===== config.mk =====
export PLATFORM = sky130hd
export DESIGN_NAME = load_store_unit
export DESIGN_NICKNAME = d
export VERILOG_FILES = /design/src/rtl/load_store_unit_pkg.sv /design/src/rtl/load_store_unit_align.sv /design/src/rtl/load_store_unit.sv
export SDC_FILE = /design/constraint.sdc
export NUM_CORES = 1
export LEC_CHECK = 0
export ABC_AREA = 1
export CORE_MARGIN = 5
export CORE_UTILIZATION = 41
export CTS_BUF_LIST = sky130_fd_sc_hd__clkbuf_8
export CTS_CLUSTER_DIAMETER = 60
export DETAILED_ROUTE_END_ITERATION = 7
export GPL_ROUTABILITY_DRIVEN = 0
export MAX_ROUTING_LAYER = met4
export PLACE_DENSITY = 0.78
export SYNTH_ARGS = -nofsm -noshare
export SYNTH_HDL_FRONTEND = slang
export SYNTH_SLANG_ARGS = --single-unit

===== constraint.sdc =====
create_clock -name clk -period 1.3 [get_ports clk]
set_input_delay 0.325 -clock clk [delete_from_list [all_inputs] [get_ports clk]]
set_output_delay 0.325 -clock clk [all_outputs]
set_load 0.05 [all_outputs]

===== src/rtl/load_store_unit_pkg.sv =====
`default_nettype none
// +------------------------------------------------------------------+
// | mips_defs : load/store encodings, LSU state type, op helpers      |
// | Revision  : 1.0                                                   |
// +------------------------------------------------------------------+
package mips_defs;

    localparam logic [2:0] LDST_LB  = 3'b000;
    localparam logic [2:0] LDST_LH  = 3'b001;
    localparam logic [2:0] LDST_LW  = 3'b010;
    localparam logic [2:0] LDST_LBU = 3'b011;
    localparam logic [2:0] LDST_LHU = 3'b100;
    localparam logic [2:0] LDST_SB  = 3'b101;
    localparam logic [2:0] LDST_SH  = 3'b110;
    localparam logic [2:0] LDST_SW  = 3'b111;

    typedef enum logic [1:0] {
        IDLE = 2'd0,
        REQ  = 2'd1,
        WAIT = 2'd2
    } lsu_state_t;

    function automatic logic is_load(input logic [2:0] ctrl);
        return ctrl <= LDST_LHU;
    endfunction

    function automatic logic is_store(input logic [2:0] ctrl);
        return ctrl >= LDST_SB;
    endfunction

    function automatic logic misaligned(input logic [2:0] ctrl, input logic [1:0] off);
        case (ctrl)
            LDST_LH, LDST_LHU, LDST_SH: return off[0];
            LDST_LW, LDST_SW:           return off != 2'b00;
            default:                    return 1'b0;
        endcase
    endfunction

endpackage
`default_nettype wire


===== src/rtl/load_store_unit_align.sv =====
`default_nettype none
// +------------------------------------------------------------------+
// | lsu_align : big-endian store lane steering and load extraction    |
// | Revision  : 1.0                                                   |
// +------------------------------------------------------------------+
module lsu_align
    import mips_defs::*;
(
    input  logic [2:0]  st_ctrl,
    input  logic [1:0]  st_off,
    input  logic [31:0] st_data,
    output logic [3:0]  be,
    output logic [31:0] wdata,
    input  logic [2:0]  ld_ctrl,
    input  logic [1:0]  ld_off,
    input  logic [31:0] rdata,
    output logic [31:0] load_data
);

    logic [7:0]  w_byte;
    logic [15:0] w_half;

    always_comb begin
        be    = 4'b1111;
        wdata = st_data;
        case (st_ctrl)
            LDST_SB: begin
                be    = 4'b1000 >> st_off;
                wdata = {4{st_data[7:0]}};
            end
            LDST_SH: begin
                be    = st_off[1] ? 4'b0011 : 4'b1100;
                wdata = {2{st_data[15:0]}};
            end
            default: ;
        endcase
    end

    // Byte offset 0 lives in the most significant lane.
    always_comb begin
        case (ld_off)
            2'd0:    w_byte = rdata[31:24];
            2'd1:    w_byte = rdata[23:16];
            2'd2:    w_byte = rdata[15:8];
            default: w_byte = rdata[7:0];
        endcase
        w_half = ld_off[1] ? rdata[15:0] : rdata[31:16];
    end

    always_comb begin
        load_data = rdata;
        case (ld_ctrl)
            LDST_LB:  load_data = {{24{w_byte[7]}}, w_byte};
            LDST_LBU: load_data = {24'd0, w_byte};
            LDST_LH:  load_data = {{16{w_half[15]}}, w_half};
            LDST_LHU: load_data = {16'd0, w_half};
            default:  ;
        endcase
    end

endmodule
`default_nettype wire


===== src/rtl/load_store_unit.sv =====
`default_nettype none
// +------------------------------------------------------------------+
// | load_store_unit : MEM-stage LSU with req/gnt/rvalid data port     |
// | Revision        : 1.0                                             |
// +------------------------------------------------------------------+
module load_store_unit
    import mips_defs::*;
#(
    parameter int ADDR_W = 32,
    parameter int DATA_W = 32
) (
    input  logic              clk,
    input  logic              rst_n,
    input  logic              ex_valid,
    input  logic              ex_mem_write,
    input  logic              ex_mem_to_reg,
    input  logic [2:0]        ex_ldst_ctrl,
    input  logic [ADDR_W-1:0] ex_addr,
    input  logic [DATA_W-1:0] ex_store_data,
    output logic              stall,
    output logic              dmem_req,
    output logic              dmem_we,
    output logic [ADDR_W-3:0] dmem_addr,
    output logic [3:0]        dmem_be,
    output logic [DATA_W-1:0] dmem_wdata,
    input  logic              dmem_gnt,
    input  logic              dmem_rvalid,
    input  logic [DATA_W-1:0] dmem_rdata,
    output logic              wb_valid,
    output logic [DATA_W-1:0] wb_load_data,
    output logic              misalign_exc,
    output logic [ADDR_W-1:0] bad_vaddr
);

    lsu_state_t        r_state, w_state_next;
    logic [2:0]        r_ctrl;
    logic [1:0]        r_off;
    logic              w_op, w_misalign, w_accept;
    logic [3:0]        w_st_be;
    logic [DATA_W-1:0] w_st_wdata, w_ld_data;

    assign w_op       = ex_valid & (ex_mem_write | ex_mem_to_reg);
    assign w_misalign = misaligned(ex_ldst_ctrl, ex_addr[1:0]);
    assign w_accept   = (r_state == IDLE) & w_op & ~w_misalign;
    assign stall      = (r_state != IDLE) | w_accept;
    assign dmem_req   = (r_state == REQ);

    lsu_align u_align (
        .st_ctrl   (ex_ldst_ctrl),
        .st_off    (ex_addr[1:0]),
        .st_data   (ex_store_data),
        .be        (w_st_be),
        .wdata     (w_st_wdata),
        .ld_ctrl   (r_ctrl),
        .ld_off    (r_off),
        .rdata     (dmem_rdata),
        .load_data (w_ld_data)
    );

    always_comb begin
        w_state_next = r_state;
        case (r_state)
            IDLE:    if (w_accept) w_state_next = REQ;
            REQ:     if (dmem_gnt) w_state_next = is_load(r_ctrl) ? WAIT : IDLE;
            WAIT:    if (dmem_rvalid) w_state_next = IDLE;
            default: w_state_next = IDLE;
        endcase
    end

    always_ff @(posedge clk) begin
        if (!rst_n) begin
            r_state      <= IDLE;
            r_ctrl       <= 3'd0;
            r_off        <= 2'd0;
            dmem_we      <= 1'b0;
            dmem_addr    <= '0;
            dmem_be      <= 4'd0;
            dmem_wdata   <= '0;
            wb_valid     <= 1'b0;
            wb_load_data <= '0;
            misalign_exc <= 1'b0;
            bad_vaddr    <= '0;
        end else begin
            r_state      <= w_state_next;
            wb_valid     <= 1'b0;
            misalign_exc <= 1'b0;
            if ((r_state == IDLE) && w_op && w_misalign) begin
                misalign_exc <= 1'b1;
                bad_vaddr    <= ex_addr;
            end
            if (w_accept) begin
                r_ctrl     <= ex_ldst_ctrl;
                r_off      <= ex_addr[1:0];
                dmem_we    <= is_store(ex_ldst_ctrl);
                dmem_addr  <= ex_addr[ADDR_W-1:2];
                dmem_be    <= w_st_be;
                dmem_wdata <= w_st_wdata;
            end
            if ((r_state == WAIT) && dmem_rvalid) begin
                wb_load_data <= w_ld_data;
                wb_valid     <= 1'b1;
            end
        end
    end

endmodule
`default_nettype wire

==> reports/summary.txt <==
synth top area cells - dfxtp_1, nand2_1, o21ai_0
Mapped Avg Cell Area - 6.91 µm²
CTS Sinks - 140
die area - 18000 µm²
maximum clock path buffer count - 2
Critical Path End Type - register
layout net count - 1369
routed vias/inst - 5.63
CTS buffer count - 17
drt initial violations - 933
max-slew violations - 0
TritonCTS clock tree - yes
critical path class - register to register
violations in the final reports - negative setup slack
Worst Setup SP - r_state[1]
crit path launch type - register
via count - 8269
top cell type's share of synthesized area - 44.4%
Total Routing Usage GR - 29.8%
Synth Net Count - 1020
DRC - 0
final worst path period share - 139%
Initial Util - 41.7%
mapped cell area - 6320 µm²
setup slack after layout - -0.506 ns
gr ovfl total - 0
Hold WC Path Type - input pin to register
WHS Path Cells - 4
initial antenna violation count - 4
worst path arrival time - 2.17 ns
pwr dens - 1020 nW/µm²
Worst-path clk slew - 0.10 ns
Leak Pwr - 5.42 nW
Die X - 134 µm
Net Switching - 4.91 mW
Tmin final - 1.81 ns
most frequent cells in the layout - nand2_1, buf_12, dfxtp_2, clkdlybuf4s50_1, buf_4
Area growth syn-to-layout - 105%
peak supply drop - 1.04 mV
Pwr Total - 13.2 mW
most common cell after layout, fill and taps aside - nand2_1
Sequential Power Share - 37.0%
number of global-route vias before repair - 7670
Synthesis Warnings - 0
Port Buf Inserts - 240
Seq cells post-synth - 140
core area - 15100 µm²
Switching Fraction - 37.3%
sequential cell area fraction in the yosys report - 44.4%
final hold slack - 0.333 ns
die height - 134 µm
Final Hold Violating Endpoints - 0
P_int - 8.26 mW
leading area contributor after synthesis - dfxtp_1
clock root buffer - clkbuf_8
r2r endpoint - bad_vaddr[22]
worst slack at placement - -0.727 ns
H-tree levels - 4
CP Capture Point - bad_vaddr[22]
Distinct cells, synth - 28
R2R Setup Slk - -0.51 ns
max_cap viols - 0
Final Skew - 0.0175 ns
Worst R2R Path Depth - 12
clock power share - 25.9%
Rel. slew slack - 65.3%
Post-DP HPWL - 17.4 mm
required time of the critical path - 1.67 ns
largest net degree at the start of global routing - 44
worst reg2reg path startpoint - r_state[1]
Gate power share - 37.0%
f_max - 0.554 GHz
Post-Route WL - 30.9 mm
clock latency on the worst-skew pair - 0.48 ns
drt pass-1 iters - 6
Mapped Cells - 914
RSZ-0062 raised after global routing - yes
Rows - 45
status - finished with violations
share of cells above drive strength 1 - 47.3%
Util after Layout - 85.3%
WL per Instance - 21.0 µm
first-pass GRT wire length - 40.9 mm
Worst-Margin Slew - 0.521 ns
post-route ant nets - 0
CP max FO - 6
io pins - 241
Final Setup Violations - 211
-- worst min-delay path by stage --
stage / startpoint / to
after floorplan: ex_store_data[0] / dmem_wdata[0]
after global placement: dmem_wdata[21] / dmem_wdata[21]
after detailed placement: dmem_wdata[21] / dmem_wdata[21]
after CTS: rst_n / r_ctrl[1]
after global routing: rst_n / bad_vaddr[26]
final: rst_n / bad_vaddr[26]
-- power by group through the flow --
stage	sequential, mW	clock (mW)	combinational [mW]
6_report	4.88	3.41	4.88
5_1_grt	4.90	3.64	5.09
4_1_cts	4.83	3.39	4.41
3_5_place_dp	4.92	0	3.91
3_3_place_gp	4.91	0	3.86
2_1_floorplan	5.61	0	1.14
-- metrics by stage --
step | TNS [ns] | cell area [µm²] | std cells
after floorplan | -0.850 | 6340 | 914
after global placement | -75.30 | 10800 | 1367
after detailed placement | -82.67 | 10800 | 1367
after CTS | -49.55 | 12000 | 1432
after global routing | -65.57 | 12900 | 1468
final | -51.10 | 12900 | 1468
-- layout make-up --
| class | count | area (µm²) |
|---|---|---|
| antenna | 4 | 10.0 |
| clock buffer | 17 | 234 |
| tap | 188 | 235 |
| inverter | 83 | 347 |
| fill | 746 | 2220 |
| timing repair buffer | 388 | 5530 |
| sequential | 140 | 3030 |
| clock inverter | 15 | 129 |
| multi-input combinational | 633 | 3410 |
-- worst max-delay path, cell delays in order, from the launching register on --
cell and delay [ns]:
dfxtp_2 0.37, nor2_4 0.05, nand2_2 0.07, nor2_4 0.05, buf_4 0.14, buf_6 0.10, buf_6 0.10, buf_6 0.12
nand2_8 0.15, clkinv_8 0.09, bufbuf_16 0.28, nor2_1 0.11, nor2_1 0.06
-- cells by family (layout without fill, tap and decap cells) --
logic type,after synthesis,after routing,synth area share [%]
AOI/OAI and AO/OA,221,221,19.3
buffers and inverters,141,503,9.86
DFF,140,140,44.4
other,0,4,0
and+or+nand+nor,412,412,26.5
-- metal layers --
layer  wire length [µm]  up-vias  global-route usage, %
met2              15500      529                   51.1
met5                  0        -                      -
met4               1770        0                   12.2
li1                   -     3648                      -
met1              10900     3914                   33.2
met3               2670      178                   7.43
-- state kept, by name (all words and copies together), names as in the netlist --
name / cells
bad_vaddr: 32
dmem_addr: 30
dmem_be: 4
dmem_wdata: 32
dmem_we: 1
misalign_exc: 1
r_ctrl: 3
r_off: 2
r_state: 2
wb_load_data: 32
wb_valid: 1
-- synthesized netlist by cell type --
library cell	number
nor3_1	2
a21oi_1	82
inv_1	74
inv_2	9
nor2_1	98
nand4_1	19
nor2_4	1
o21a_1	9
nor2_2	1
a211oi_1	1
o21ai_1	12
buf_2	16
o21ai_0	83
nand2_1	261
nor3_2	1
o21bai_1	24
nand3_4	1
nand3_2	1
buf_4	15
o211ai_1	8
clkbuf_2	2
o21ai_2	1
nand2_4	1
buf_6	2
nand3_1	26
a21oi_2	1
dfxtp_1	140
clkbuf_1	23
-- timing repair --
item / in CTS / in global routing
pin swaps: 15 / 57
setup endpoints to repair: 273 / 275
hold buffers: 0 / 0
buffers inserted: 17 / 41
cloned: 16 / 3
gates resized for setup: 105 / 340
Power figures use the tool's default switching activity.
